--- config.mk ---
export PLATFORM = sky130hd
export DESIGN_NAME = mul_iter_unit
export DESIGN_NICKNAME = d
export VERILOG_FILES = /design/src/rtl/mul_iter_unit.sv
export SDC_FILE = /design/constraint.sdc
export NUM_CORES = 1
export LEC_CHECK = 0
export ABC_AREA = 1
export CAP_MARGIN = 20
export CORE_MARGIN = 10
export CORE_UTILIZATION = 65
export CTS_CLUSTER_SIZE = 25
export DETAILED_ROUTE_END_ITERATION = 10
export PLACE_DENSITY = 0.88
export SETUP_SLACK_MARGIN = 0.15
export SYNTH_ARGS = -nofsm -noshare
export SYNTH_HDL_FRONTEND = slang
export SYNTH_SLANG_ARGS = --single-unit
--- constraint.sdc ---
create_clock -name clk -period 15.19 [get_ports clk]
set_clock_uncertainty 0.15 [all_clocks]
set_input_delay 1.519 -clock clk [delete_from_list [all_inputs] [get_ports clk]]
set_output_delay 1.519 -clock clk [all_outputs]
set_load 0.02 [all_outputs]
--- src/rtl/mul_iter_unit.sv ---
// Iterative radix-2 shift-add multiplier for the RV32M MUL/MULH/MULHSU/MULHU ops.
// Fixed latency: muldone rises XLEN+1 edges after the accepting edge.
module mul_iter_unit #(
    parameter int XLEN = 32
) (
    input  logic            clk,
    input  logic            rst,
    input  logic            mulstart,
    input  logic [1:0]      mulctl,
    input  logic [XLEN-1:0] rs1,
    input  logic [XLEN-1:0] rs2,
    output logic [XLEN-1:0] mulres,
    output logic            muldone,
    output logic            mulbusy
);

    localparam int CW = $clog2(XLEN);

    typedef enum logic [1:0] {
        IDLE = 2'd0,
        CALC = 2'd1,
        FIX  = 2'd2,
        DONE = 2'd3
    } state_t;

    state_t            state;
    state_t            state_nxt;
    logic [CW-1:0]     cnt;
    logic [1:0]        ctl_q;
    logic [XLEN-1:0]   a_q;
    logic [XLEN-1:0]   b_q;
    logic [2*XLEN-1:0] acc;

    logic              accept;
    logic              neg_a;
    logic              neg_b;
    logic [XLEN-1:0]   a_mag;
    logic [XLEN-1:0]   b_mag;
    logic [XLEN-1:0]   addend;
    logic [XLEN:0]     sum;
    logic [2*XLEN-1:0] prod;

    assign accept = mulstart && ((state == IDLE) || (state == DONE));

    // rs1 is signed for MULH/MULHSU, rs2 only for MULH; 0x80..0 keeps its bits as a magnitude.
    assign neg_a  = ((ctl_q == 2'b01) || (ctl_q == 2'b10)) && a_q[XLEN-1];
    assign neg_b  = (ctl_q == 2'b01) && b_q[XLEN-1];
    assign a_mag  = neg_a ? -a_q : a_q;
    assign b_mag  = neg_b ? -b_q : b_q;

    // LSB-first multiplier bit; the upper half absorbs the addend, then the whole pair shifts right.
    assign addend = b_mag[cnt] ? a_mag : '0;
    assign sum    = {1'b0, acc[2*XLEN-1:XLEN]} + {1'b0, addend};
    assign prod   = (neg_a ^ neg_b) ? -acc : acc;

    always_ff @(posedge clk or posedge rst) begin
        if (rst) state <= IDLE;
        else     state <= state_nxt;
    end

    always_comb begin
        // NOTE: default assignment first so every path drives state_nxt and no latch is inferred.
        state_nxt = state;
        case (state)
            IDLE: if (accept) state_nxt = CALC;
            CALC: if (cnt == CW'(XLEN - 1)) state_nxt = FIX;
            FIX:  state_nxt = DONE;
            DONE: state_nxt = accept ? CALC : IDLE;
            default: state_nxt = IDLE;
        endcase
    end

    always_comb begin
        muldone = (state == DONE);
    end

    always_ff @(posedge clk or posedge rst) begin
        if (rst) begin
            cnt     <= '0;
            ctl_q   <= '0;
            a_q     <= '0;
            b_q     <= '0;
            acc     <= '0;
            mulres  <= '0;
            mulbusy <= 1'b0;
        end else begin
            // NOTE: non-blocking assignments so every register here samples pre-edge values.
            mulbusy <= (state == CALC);
            if (accept) begin
                ctl_q <= mulctl;
                a_q   <= rs1;
                b_q   <= rs2;
                acc   <= '0;
                cnt   <= '0;
            end else if (state == CALC) begin
                acc <= {sum, acc[XLEN-1:1]};
                cnt <= cnt + CW'(1);
            end
            if (state == FIX) begin
                mulres <= (ctl_q == 2'b00) ? prod[XLEN-1:0] : prod[2*XLEN-1:XLEN];
            end
        end
    end

endmodule

# [Word level (Yosys, flattened, before mapping)]
# Index checks and enable logic that the tools add are counted.
[totals] ff_bits=170 latchBits=0 mem_bits_rw=0 mem_bits_ro=0 out_inout_bits=34 wordCells=47 mem_count=0
[op_classes] add_sub_neg=5 n_mul=0 div=0 n_lt_le_gt_ge=1 eq_ne=8 shifts=0 n_mux=15 bitwise=1 n_reduce_logical=9
[op_table] operator="$mux 64" count=3
[op_table] operator="$mux 32" count=4
[op_table] operator="$neg 32->32" count=2
[op_table] operator="$neg 64->64" count=1
[op_table] operator="$add 32x32->33" count=1
[op_table] operator="$mux 5" count=2
[op_table] operator="$pmux 2 s4" count=1
[op_table] operator="$eq 2x2->1 const B" count=3
[op_table] operator="$lt 5x6->1 const B" count=1
[op_table] operator="$add 5x1->5 const B" count=1
[op_table] operator="$bmux 1 s5" count=1
[op_table] operator="$eq 5x5->1 const B" count=1
[op_table] operator="$eq 2x1->1 const B" count=2
[op_table] operator="$logic_not 2->1" count=2
[op_table] operator="$mux 2" count=2
[op_table] operator="$ne 2x2->1 const B" count=2
[op_table] operator="$logic_and 1x1->1" count=3
[op_table] operator="$logic_or 1x1->1" count=2
[op_table] operator="$mux 1" count=2
[op_table] operator="$reduce_and 2->1" count=1
[op_table] operator="$reduce_bool 2->1" count=1
[op_table] operator="$xor 1x1->1" count=1

# [Logic depth before layout (Yosys ltp)]
# Gate-level depths: netlist of run 1.
[depth] ltp_word=9 depth_mapped=36

# [Worst setup path before layout of run 1]
# OpenSTA, ideal clock, no wires.
[synth_path] kind="reg-to-reg" start="register b_q[1]" end="register acc[53]" t_arrival_ns=3.568 t_required_ns=14.922 slack_ns=11.354 stages_incl_launch_ff=36 path_cell_list="dfrtp_1 -> inv_1 -> ha_1 -> nand2_2 -> nor2_4 -> nand2_1 -> nand2_2 -> nand3_1 -> nand3_1 -> nand2_1 -> nand2_1 -> nand2_1 -> nor2_1 -> nand2_1 -> nand3_2 -> nand2_4 -> buf_6 -> nor2_2 -> ha_1 -> inv_1 -> fa_1 -> inv_1 -> nand2_1 -> o21ai_0 -> nand2_1 -> nand2_1 -> a21o_1 -> nand2_1 -> nand2_1 -> nand2_1 -> nand2_1 -> nand2_1 -> nand2_1 -> nand2_1 -> nand3_1 -> nand2_1"
[synth_between] elab_chain_cells=8
[synth_lines] element="start, declared" line_no="31" text="logic [XLEN-1:0] b_q;"
[synth_lines] element="start signal, assigned" line_no="92" text="b_q <= rs2;"
[synth_lines] element="$neg 32->32" line_no="49" text="assign b_mag = neg_b ? -b_q : b_q;"
[synth_lines] element="$mux 32 (*)" line_no="49"
[synth_lines] element="$bmux 1 s5 (*)" line_no="52" text="assign addend = b_mag[cnt] ? a_mag : '0;"
[synth_lines] element="$mux 1 (implied by the code) (*)" line_no="52"
[synth_lines] element="$mux 32 (*)" line_no="52"
[synth_lines] element="$add 32x32->33 (*)" line_no="53" text="assign sum = {1'b0, acc[2*XLEN-1:XLEN]} + {1'b0, addend};"
[synth_lines] element="$mux 64 (*)" line_no="95" text="end else if (state == CALC) begin"
[synth_lines] element="$mux 64 (*)" line_no="89" text="if (accept) begin"
[synth_lines] element="end signal, assigned" line_no="96" text="acc <= {sum, acc[XLEN-1:1]};"
[synth_lines] element="end, declared" line_no="32" text="logic [2*XLEN-1:0] acc;"
# Every way passes the cells marked *; elsewhere a longest branch is shown, timed or not. The select of a mux whose other input is x is not followed.
# A chain may end at the register's enable or synchronous reset.

# [Worst setup path in the final report of run 1]
[layout_path] start="register cnt[0]" end="register acc[51]"
[layout_between] elab_chain_cells=6
[layout_lines] element="start, declared" line_no="28" text="logic [CW-1:0] cnt;"
[layout_lines] element="start signal, assigned" line_no="97" text="cnt <= cnt + CW'(1);"
[layout_lines] element="$bmux 1 s5" line_no="52"
[layout_lines] element="$mux 1 (implied by the code)" line_no="52"
[layout_lines] element="$mux 32" line_no="52"
[layout_lines] element="$add 32x32->33" line_no="53"
[layout_lines] element="$mux 64" line_no="95"
[layout_lines] element="$mux 64" line_no="89"
# No other way between the ends. The select of a mux whose other input is x is not followed.

==> results of run 1 <==
==> Yosys cell counts (all sizes together) <==
cell type	n
a31oi	15
or2	6
a21boi	2
nand4	28
nand3	164
a21oi	128
o21a	1
a221oi	2
clkbuf	40
o31ai	2
o21bai	3
buf	23
dfrtp	170
nand2	503
a211oi	4
o21ai	175
xnor2	4
nor3	24
fa	1
nand3b	7
o22ai	48
and2	1
nor4	6
a21o	4
ha	43
o211ai	6
or3	1
nor2	277
xor2	33
inv	216
==> cell type report <==
type | count | area [sq um]
inverter | 216 | 816
clock buffer | 17 | 425
timing repair buffer | 111 | 1090
fill | 1573 | 4870
clock inverter | 15 | 174
multi-input combinational | 1488 | 7500
sequential | 170 | 4250
tap | 265 | 332
==> layer usage <==
layer | share of wire | track usage | wire (microns) | vias up
li1 | - | - | - | 6519
met1 | 0.40 | 0.405 | 16500 | 6274
met2 | 0.45 | 0.499 | 18600 | 796
met3 | 0.095 | 0.0583 | 3920 | 158
met4 | 0.054 | 0.169 | 2240 | 0
met5 | 0 | 0 | 0 | -
==> power by group through the flow <==
stage | combinational, mW | clock, mW | sequential (mW)
global route | 2.46 | 0.479 | 0.811
global placement | 2.10 | 0 | 0.785
finish | 2.22 | 0.458 | 0.793
floorplan | 1.58 | 0 | 0.785
detailed placement | 2.15 | 0 | 0.792
CTS | 2.17 | 0.459 | 0.785
==> worst max-delay path, stage by stage (launching register included) <==
cell and delay, ns:
dfrtp_1 0.88, inv_1 0.47, a21oi_1 0.28, a21oi_1 0.09, a21oi_1 0.15, nand3_1 0.10, nand2_1 0.08, inv_1 0.04
nand2_1 0.11, nand2_4 0.34, nor2_2 0.24, ha_1 0.17, inv_1 0.06, fa_1 0.35, inv_1 0.07, nand2_1 0.06
o21ai_0 0.33, a21oi_1 0.20, inv_1 0.15, a21oi_1 0.10, o21ai_0 0.21, a21oi_1 0.09, o21ai_0 0.20, o21ai_0 0.16
==> kinds of logic (layout without fill, tap and decap cells) <==
| family | count (synthesis) | after routing | synth area share |
|---|---|---|---|
| flops | 170 | 170 | 0.330 |
| simple gates | 1017 | 1017 | 0.349 |
| fa+ha+maj | 44 | 44 | 0.0433 |
| xor+xnor | 37 | 37 | 0.0251 |
| buf+inv | 279 | 359 | 0.0882 |
| compound gates | 390 | 390 | 0.164 |
==> sequential cells by signal, indices dropped and copies added, names as in the netlist <==
name / flops
ctl_q: 2
acc: 64
mulbusy: 1
a_q: 32
state: 2
cnt: 5
b_q: 32
mulres: 32
==> stage by stage <==
step / cells / utilization / area [sq um] / total power [mW] / hold WS [ns]
2_1_floorplan: 1937 / - / 12900 / 2.37 / 0.321
3_3_place_gp: 2250 / 0.719 / 14000 / 2.88 / 0.314
3_5_place_dp: 2250 / 0.719 / 14000 / 2.94 / 0.329
4_1_cts: 2282 / 0.750 / 14600 / 3.42 / 0.345
5_1_grt: 2282 / 0.750 / 14600 / 3.75 / 0.376
6_report: 2282 / 0.750 / 14600 / 3.47 / 0.341
==> worst paths after layout <==
check | to | depth (start not counted) | startpoint | slack, ns
setup / recovery | acc[51]$_DFFE_PP0P_ | 23 | cnt[0]$_DFFE_PP0P_ | 9.96
hold / removal | mulres[26]$_DFFE_PP0N_ | 2 | mulres[26]$_DFFE_PP0N_ | 0.34
setup reg to reg | acc[51]$_DFFE_PP0P_ | 23 | cnt[0]$_DFFE_PP0P_ | 9.96
hold reg to reg | mulres[26]$_DFFE_PP0N_ | 2 | mulres[26]$_DFFE_PP0N_ | 0.34
max in group asynchronous | acc[52]$_DFFE_PP0P_ | 3 | rst | 11.83
min in group asynchronous | mulres[2]$_DFFE_PP0N_ | 2 | rst | 1.47
==> impl_metrics.csv, run 1 <==
group,metric,value,unit
status,status,"completed",
power_and_ir_drop,switching_share,0.545,
cts,clkTransAtPathRegs,0.07,ns
final_layout,drive_gt1_frac,0.0684,
cts,cts_buffers,17,
routing,drt_iter0_markers,1372,
routing,routedWlPerCell,18.1,microns
critical_path,path_max_fanout,32,
synthesis,synth_top_area_cell,"dfrtp_1",
final_layout,layout_common_cells,"nand2_1 (487), nor2_1 (225), inv_1 (207)",
critical_path,required,15.34,ns
grt,grt_usage,0.316,
job,maxCapViolCount,0,
timing,worstMarginPinSlew,1.12,ns
power_and_ir_drop,ir_worst_vdd,0.173,mV
place,pre_cts_ws,10.01,ns
grt,antenna_found_initial,0,
floorplanning,die_h,161,microns
floorplanning,die_x,161,microns
place,dpl.hpwl,31000,microns
routing,via_per_inst,6.02,
cts,cts_buffer_depth,2,
routing,firstDrtPassIters,6,
power_and_ir_drop,internal_power,1.58,mW
final_layout,nets,2117,
timing,period_share,0.344,
critical_path,path_class,"reg2reg",
routing,drc,0,
place,io_buffers,102,
power_and_ir_drop,switching_power,1.89,mW
timing,report.final.slew_viol_count,0,
power_and_ir_drop,pwr_density_cell,238,mW/mm^2
synthesis,yosys-top-cells-area,"dfrtp_1 (33%), nand2_1 (14%), nor2_1 (6.6%)",
cts,tritoncts,"built",
routing,via_count,13700,
place,place.gp.congestion,1.01,
cts,clock_sinks,170,
timing,max_freq,191,MHz
cts,cts_setup_buffers,0,
timing,relSlewSlack,0.254,
power_and_ir_drop,power_frac_seq,0.228,
min_path,hold_class,"reg2reg",
synthesis,ys.warnings.count,0,
cts,root_buffer,"clkbuf_16",
cts,h-tree-depth,4,
floorplanning,die-area,0.0259,sq mm
cts,cts_hold_buf,0,
power_and_ir_drop,comb_power_share,0.639,
cts,insertion_delay,0.44,ns
floorplanning,start_util,0.662,
timing,fin_ws,9.96,ns
floorplanning,core,0.0195,sq mm
floorplanning,rows,51,
critical_path,worstPathArrival,5.37,ns
synthesis,synthCells,1937,
timing,hold_viol,0,
cts,cts_resized,0,
grt,grt-ovfl-total,0,
critical_path,end_kind,"flip-flop",
final_layout,area_growth,13.2,%
synthesis,synth-seq-cells,170,
floorplanning,io_pins,103,
timing,period_minus_slack,5.23,ns
grt,grt_pass1_wl,66800,microns
timing,grt_setup_unrepaired,"false",
routing,wl,41300,microns
grt,grt_start_max_net_pins,120,
critical_path,worst_setup_path_start_kind,"flip-flop",
power_and_ir_drop,p_clk_frac,0.132,
synthesis,synth_top_area_frac,0.330,
routing,drtAntennaViolNets,0,
synthesis,syn-num-nets,2050,
final_layout,diodes,0,
final_layout,final_common_cell,"nand2_1",
timing,tns,0,ns
synthesis,synth.distinct_cells,50,
power_and_ir_drop,power.leakage,6.96,nW
timing,finalSetupViolCount,0,
synthesis,synth.avg_cell_area,6.66,sq um
grt,grt_pass1_vias,13100,
synthesis,yosysSeqAreaShare,0.330,
synthesis,synth_area,0.0129,sq mm
Note: power is estimated with default switching activity, not from simulation.
==> run 2: changes to the inputs <==
--- a/config.mk
+++ b/config.mk
@@ -8,10 +8,10 @@
 export ABC_AREA = 1
 export CAP_MARGIN = 20
 export CORE_MARGIN = 10
-export CORE_UTILIZATION = 65
+export CORE_UTILIZATION = 54
 export CTS_CLUSTER_SIZE = 25
 export DETAILED_ROUTE_END_ITERATION = 10
-export PLACE_DENSITY = 0.88
+export PLACE_DENSITY = 0.78
 export SETUP_SLACK_MARGIN = 0.15
 export SYNTH_ARGS = -nofsm -noshare
 export SYNTH_HDL_FRONTEND = slang
==> constraint.sdc (replaced) <==
create_clock -name clk -period 4.28 [get_ports clk]
set_clock_uncertainty 0.15 [all_clocks]
set_input_delay 0.428 -clock clk [delete_from_list [all_inputs] [get_ports clk]]
set_output_delay 0.428 -clock clk [all_outputs]
set_load 0.02 [all_outputs]
==> impl_metrics.csv, run 2 (synthesis gave the netlist of run 1 again) <==
group,metric,value,unit
status,status,"completed",
grt,grt_usage,0.272,
critical_path,path_common_cell,"nand2_2",
critical_path,path_max_fanout,7,
cts,cts_buffer_depth,2,
floorplanning,io_pins,103,
routing,via_per_inst,5.70,
routing,drc,0,
floorplanning,die_x,175,microns
timing,finalSetupViolCount,0,
critical_path,required,4.43,ns
timing,period_share,0.957,
place,place_area,0.0144,sq mm
final_layout,top_register,"acc",
timing,grt_setup_unrepaired,"true",
floorplanning,core,0.0235,sq mm
power_and_ir_drop,power,13.6,mW
cts,tritoncts,"built",
place,io_buffers,102,
final_layout,largest_reg_flops,64,
floorplanning,die_h,175,microns
routing,drtAntennaViolNets,0,
power_and_ir_drop,power.leakage,7.39,nW
power_and_ir_drop,ir_worst_vdd,0.419,mV
place,place.gp.congestion,0.991,
critical_path,crit_slowest_cell,"dfrtp_1",
critical_path,worstPathArrival,4.25,ns
routing,via_count,13700,
critical_path,reg2reg_depth,30,
final_layout,drive_gt1_frac,0.158,
floorplanning,start_util,0.549,
final_layout,diodes,0,
timing,tns,0,ns
cts,cts_buffers,17,
power_and_ir_drop,pwr_density_cell,857,mW/mm^2
critical_path,reg2reg_to,"acc[57]$_DFFE_PP0P_",
timing,max_freq,244,MHz
min_path,hold_class,"in2async",
critical_path,max_stage_delay,0.38,ns
routing,wl,43800,microns
final_layout,nets,2186,
floorplanning,die-area,0.0305,sq mm
final_layout,layout_common_cells,"nand2_1 (464), inv_1 (202), nor2_1 (200)",
cts,clkTransAtPathRegs,0.07,ns
cts,h-tree-depth,4,
cts,insertion_delay,0.44,ns
timing,worstMarginPinSlew,1.02,ns
grt,grt-ovfl-total,0,
timing,relSlewSlack,0.320,
final_layout,area_growth,23.4,%
critical_path,path_class,"reg2reg",
routing,firstDrtPassIters,6,
routing,routedWlPerCell,18.2,microns
critical_path,r2r-start,"ctl_q[1]$_DFFE_PP0P_",
grt,grt_pass1_vias,13000,
timing,period_minus_slack,4.10,ns
critical_path,end_kind,"flip-flop",
routing,drt_iter0_markers,1287,
critical_path,worst_setup_path_start_kind,"flip-flop",
critical_path,reg2reg_slack,0.18,ns
grt,grt_start_max_net_pins,117,
grt,antenna_found_initial,0,
final_layout,design_area,0.0159,sq mm
floorplanning,rows,56,
final_layout,final_common_cell,"nand2_1",
timing,report.final.slew_viol_count,0,
timing,hold_viol,0,
place,dpl.hpwl,32700,microns
grt,grt_pass1_wl,67200,microns
cts,root_buffer,"clkbuf_16",
cts,clock_sinks,170,
job,maxCapViolCount,0,
final_layout,n_fill_cell,2083,
[run 2: changes by cell type in the layout (fill, tap and decap cells not counted), moves of 14 or more]
cell and delta:
nor2_1 -25, a21oi_1 -18, ha_4 +14, a21oi_2 +18, nand2_1 -23, nand2_2 +21, ha_1 -19, buf_4 +56
o21ai_0 -18
[run 2: metrics by stage]
stage,std cells,hold WS [ns],setup WS (ns),utilization
CTS,2371,0.332,0.152,0.636
finish,2405,0.320,0.184,0.678
floorplan,1937,0.321,0.444,-
detailed placement,2339,0.314,0.137,0.612
global route,2405,0.368,-0.108,0.678
global placement,2339,0.312,0.151,0.612
[run 2: worst max path at each step]
| stage | slack [ns] | to | cells after the start | from |
|---|---|---|---|---|
| 3_5_place_dp | 0.14 | acc[60]$_DFFE_PP0P_ | 27 | ctl_q[1]$_DFFE_PP0P_ |
| 3_3_place_gp | 0.15 | acc[60]$_DFFE_PP0P_ | 24 | b_q[15]$_DFFE_PP0P_ |
| 2_1_floorplan | 0.44 | acc[53]$_DFFE_PP0P_ | 35 | b_q[1]$_DFFE_PP0P_ |
| 6_report | 0.18 | acc[57]$_DFFE_PP0P_ | 30 | ctl_q[1]$_DFFE_PP0P_ |
| 5_1_grt | -0.11 | acc[59]$_DFFE_PP0P_ | 27 | ctl_q[1]$_DFFE_PP0P_ |
| 4_1_cts | 0.15 | acc[50]$_DFFE_PP0P_ | 29 | ctl_q[1]$_DFFE_PP0P_ |
[run 2: area by class of cell]
class                   instances  area (sq um)  share of cell area
multi-input cells            1488          8090               0.509
flip-flops and latches        170          4270               0.268
repair buffers                180          1770               0.111
inverters                     216           821              0.0516
clock buffers                  19           443              0.0279
well taps                     319           399              0.0251
clock inverters                13           110             0.00692
[run 2: critical path, delay by kind of cell, from the launching register on]
| kind | cells | cell delay, ns |
|---|---|---|
| DFF | 1 | 0.38 |
| buffers and inverters | 9 | 0.93 |
| and+or+nand+nor | 14 | 1.30 |
| AOI/OAI and AO/OA | 4 | 0.52 |
| adders and majority gates | 3 | 0.66 |
[run 2: per-layer routing]
layer / global-route usage / vias to the layer above / routed length, microns
met1: 0.357 / 6330 / 18800
met2: 0.436 / 599 / 20200
met4: 0.121 / 0 / 1810
li1: - / 6670 / -
met5: 0 / - / 0
met3: 0.0423 / 102 / 3020
[run 2: report_power, final]
group          switching, mW  internal (mW)
clock                  0.748          0.778
combinational           5.88           3.40
sequential             0.627           2.20
total                   7.26           6.38
[run 2: what timing repair did]
action	4_1_cts	5_1_grt
pin swaps	0	40
buffers inserted	0	30
endpoints found under the setup margin	2	24
cloned	0	4
gates resized for setup	3	173
hold buffers	0	0
==> patch 1: new RTL, settings of run 2 <==
Remove the register `mulbusy`: a continuous assignment takes its place, so the output `mulbusy` follows one clock earlier.
--- a/src/rtl/mul_iter_unit.sv
+++ b/src/rtl/mul_iter_unit.sv
@@ -82,10 +82,8 @@
             b_q     <= '0;
             acc     <= '0;
             mulres  <= '0;
-            mulbusy <= 1'b0;
         end else begin
             // NOTE: non-blocking assignments so every register here samples pre-edge values.
-            mulbusy <= (state == CALC);
             if (accept) begin
                 ctl_q <= mulctl;
                 a_q   <= rs1;
@@ -102,5 +100,7 @@
         end
     end
 
+    assign mulbusy = (state == CALC);
+
 endmodule
 
Behaviour: not the same (a bounded check fails within 4 cycles, from zero or initial values and one cycle with rst high).
==> patch 1 against run 2 <==
- wire length down 2.8%
- sequential cell count down 1
- critical path depth shrank 1
- design area decreased by 4.6%
- worst setup slack gained 0.090 ns
- clock power up 3%
- total power down 4.7%
- area after synthesis is 1.4% lower
- highest routed layer unchanged
==> patch 1: results (changes against run 2) <==
status: finished, final reports clean
first-pass GRT wire length: 66,400 um (-1.1%)
critical path fanouts, max: 6 (-1)
nets: 2,137 (-2.2%)
fillers: 2,168 (+4.1%)
Total Wirelength: 42,600 um (-2.8%)
Post-DP Area: 0.0140 mm2 (-2.3%)
post-synthesis average cell area: 6.61 um2 (-0.66%)
Worst Max-Slew Pin Slew: 1.03 ns (+0.0111 ns)
CP arrival: 4.17 ns (-0.08 ns)
Finished Layout Cells: 2,354 (-2.1%)
Max VDD drop: 0.000525 V (+25%)
Max stage delay on crit path: 0.44 ns (+0.06 ns)
Hold WC Path Type: primary input to register
syn_nets: 2,036 (-0.68%)
Commonest cells post-synth: 472 x nand2_1, 254 x nor2_1, 211 x inv_1
initial DRC count: 1,360 (+5.7%)
Synth area leaders: dfrtp_1 33%, nand2_1 14%, nor2_1 7.5%
layout cell share with drive strength beyond 1: 0.111 (-0.0472)
slowest library cell on the worst path: dfrtp_2
NetSw: 6.96 mW (-4.1%)
routed vias: 13,500 (-1.5%)
Inst Count DP: 2,304 (-1.5%)
largest net degree at the start of global routing: 170 (+45%)
DP Worst Slack: -0.0667 ns (-0.204 ns)
DR pass1 iterations: 6 (unchanged)
share of the yosys chip area belonging to registers: 0.333 (+0.00281)
gr usage total: 0.270 (-0.00213)
clk_lat worst skew: 0.46 ns (+0.02 ns)
DPL Wire Length: 31,200 um (-4.4%)
max reg flops: 64 (unchanged)
gpl congestion: 0.959 (-3.3%)
-- patch 1: cell count changes after synthesis, sizes merged, moves of 3 or more --
cell | before | now
nand2 | 503 | 490
a21oi | 128 | 131
or2 | 6 | 3
nand4 | 28 | 25
a31oi | 15 | 18
nand3 | 164 | 146
o211ai | 6 | 9
o21ai | 175 | 181
nor2 | 277 | 280
-- patch 1: cell type report --
cell class	count	area, um2	share of cell area
Timing Repair inverter	2	17.5	0.00115
Timing Repair Buffer	141	1390	0.0914
Tap cell	319	399	0.0263
Inverter	218	836	0.0551
Clock inverter	13	131	0.00866
Clock buffer	18	439	0.0290
Sequential cell	169	4240	0.279
Multi-Input combinational cell	1474	7720	0.509
-- patch 1: power groups by stage --
stage	Combinational (mW)	Clock, mW	Sequential [mW]
floorplan	5.45	0	2.79
global placement	7.66	0	2.78
detailed placement	7.76	0	2.79
CTS	7.82	1.58	2.76
global route	9.44	1.66	2.91
finish	8.58	1.58	2.84
-- patch 1: critical path: cells and delay by family, from the launching register on --
| family | cells | cell delay, ns |
|---|---|---|
| and+or+nand+nor | 17 | 1.66 |
| adders and majority gates | 2 | 0.51 |
| AOI/OAI and AO/OA | 8 | 0.95 |
| DFF | 1 | 0.44 |
| buffers and inverters | 2 | 0.15 |
-- patch 1: cells by family after synthesis --
logic type,synth area share
xor+xnor,0.0269
flops,0.333
simple gates,0.336
buf+inv,0.0878
compound gates,0.172
fa+ha+maj,0.0449
-- patch 1: layer usage --
metal,vias up,wire [um],global-route usage
met5,-,0,0
li1,6553,-,-
met4,0,1640,0.107
met1,6276,18100,0.352
met2,562,19600,0.435
met3,105,3120,0.0503
-- patch 1: repair_timing --
action,4_1_cts,5_1_grt
resized for setup,3,118
hold buffers,0,0
setup endpoints to repair,10,23
setup buffers,0,15
gates cloned,0,4
pin swaps,0,25
-- patch 1: worst paths after layout --
kind	from	cells after the start	endpoint	slack, ns
worst max-delay path	b_q[6]$_DFFE_PP0P_	29	acc[49]$_DFFE_PP0P_	0.27
worst min-delay path	rs2[10]	3	b_q[10]$_DFFE_PP0P_	0.34
worst max register to register	b_q[6]$_DFFE_PP0P_	29	acc[49]$_DFFE_PP0P_	0.27
worst min register to register	mulres[0]$_DFFE_PP0N_	2	mulres[0]$_DFFE_PP0N_	0.34
max in group asynchronous	rst	3	b_q[3]$_DFFE_PP0P_	2.82
min in group asynchronous	rst	3	acc[10]$_DFFE_PP0P_	0.43
==> patch 2: new RTL, flow settings as in run 2 <==
Without the edit above. Make the reset (`rst`) synchronous in 2 clocked blocks.
--- a/src/rtl/mul_iter_unit.sv
+++ b/src/rtl/mul_iter_unit.sv
@@ -53,7 +53,7 @@
     assign sum    = {1'b0, acc[2*XLEN-1:XLEN]} + {1'b0, addend};
     assign prod   = (neg_a ^ neg_b) ? -acc : acc;
 
-    always_ff @(posedge clk or posedge rst) begin
+    always_ff @(posedge clk) begin
         if (rst) state <= IDLE;
         else     state <= state_nxt;
     end
@@ -74,7 +74,7 @@
         muldone = (state == DONE);
     end
 
-    always_ff @(posedge clk or posedge rst) begin
+    always_ff @(posedge clk) begin
         if (rst) begin
             cnt     <= '0;
             ctl_q   <= '0;
Check against the original RTL: differs if rst is asserted again (counterexample within 4 cycles, from zero or initial values and one cycle with rst high); with rst held inactive, the same outputs for 10 cycles.
==> patch 2 against run 2 <==
- combinational power down 48%
- total power down 36%
- sequential power down 17%
- global-route usage up 0.36 points
- area after synthesis down 3.5%
- wire length down 4.4%
- cell count up 0.46%
- die area down 3.1%
- design area down 7.7%
- critical endpoint is now acc[51]$_SDFFE_PP0P_
- largest cell class unchanged
- sequential share of layout area down 3.6 points
- worst setup slack better by 0.19 ns
- critical path depth down 1
- sequential cell count unchanged
==> patch 2: results (changes against run 2) <==
gr usage total: 0.276 (+0.00356)
Root Buffer: clkbuf_16
fillers: 2,166 (+4.0%)
PortBufs: 102 (unchanged)
DPL Wire Length: 31,800 um (-2.7%)
initial DRC count: 1,158 (-10%)
vias in the first global route: 12,700 (-1.9%)
Power Clock: 1.56 mW
reg2reg path depth: 29 (-3.3%)
Synth area leaders: dfxtp_1 27%, nand2_1 11%, nor2_1 10%
TritonCTS Buffers: 17 (unchanged)
DR pass1 iterations: 9 (+3)
Metal-1 WL: 18,000 um (-4.1%)
nets: 2,231 (+2.1%)
CP arrival: 4.08 ns (-0.17 ns)
asr flop ratio synth: 0 (-1.00)
slowest library cell on the worst path: fa_2
first-pass GRT wire length: 65,500 um (-2.4%)
layout cell share with drive strength beyond 1: 0.105 (-0.0531)
sequential share of power: 0.269 (+0.062)
Hold WC Path Type: register to register
Post-DP Area: 0.0137 mm2 (-5.0%)
yosys warns: 0 (unchanged)
Max-slew headroom: 0.325 (+0.00530)
count of cell types in the netlist: 50 (unchanged)
Most used DFF post-synth: dfxtp_1
pwr/cell area: 596 mW/mm2 (-30%)
gpl congestion: 0.986 (-0.56%)
metal2 WL: 19,100 um (-5.2%)
reg-to-reg endpoint: acc[51]$_SDFFE_PP0P_
Commonest cells post-synth: 355 x nand2_1, 348 x nor2_1, 225 x a21oi_1
Max VDD drop: 0.000576 V (+37%)
# H-tree levels: 4 (unchanged)
r2r setup slk: 0.38 ns (+0.19 ns)
cts repair resizes: 2 (-1)
NetSw: 4.31 mW (-41%)
grt met1 use: 0.356 (-0.000702)
Max stage delay on crit path: 0.37 ns
R2R Path Start: b_q[1]$_SDFFE_PP0P_
met2 GRT Util: 0.442 (+0.00612)
met3 wire len: 2910 um (-3.9%)
postcts setup bufs: 0 (unchanged)
share of the yosys chip area belonging to registers: 0.273 (-0.0565)
Total Wirelength: 41,900 um (-4.4%)
hold_ws: 0.320 ns (-0.000178 ns)
leakage power: 6.80 nW (-8.0%)
critical path fanouts, max: 5 (-2)
met3 GRT Util: 0.0452 (+0.00290)
status: finished, final reports clean
largest net degree at the start of global routing: 87 (-26%)
hold path start: mulres[0]$_SDFFE_PP0N_
clk slew on worst S/H paths: 0.07 ns (about the same)
Vias/cell: 5.69 (about the same)
==> patch 2: cells by family after synthesis <==
family,after synthesis,share of synthesized area
AO/OA/AOI/OAI,499,0.209
AND/OR/NAND/NOR,969,0.337
flip-flops,170,0.273
XOR/XNOR,55,0.0387
buffers and inverters,302,0.0970
adder cells (fa/ha/maj),44,0.0448
==> patch 2: per-stage QoR <==
stage	cells	utilization	setup slack, ns
3_3_place_gp	2372	0.603	0.205
2_1_floorplan	2039	-	0.562
6_report	2416	0.648	0.378
4_1_cts	2404	0.629	0.145
5_1_grt	2416	0.648	0.140
3_5_place_dp	2372	0.603	0.121
==> patch 2: area by class of cell <==
class | instances | area share
repair inverters | 1 | 0.000597
clock buffers | 21 | 0.0314
clock inverters | 11 | 0.00759
multi-input cells | 1568 | 0.556
well taps | 285 | 0.0243
flip-flops and latches | 170 | 0.232
repair buffers | 138 | 0.0905
inverters | 222 | 0.0576
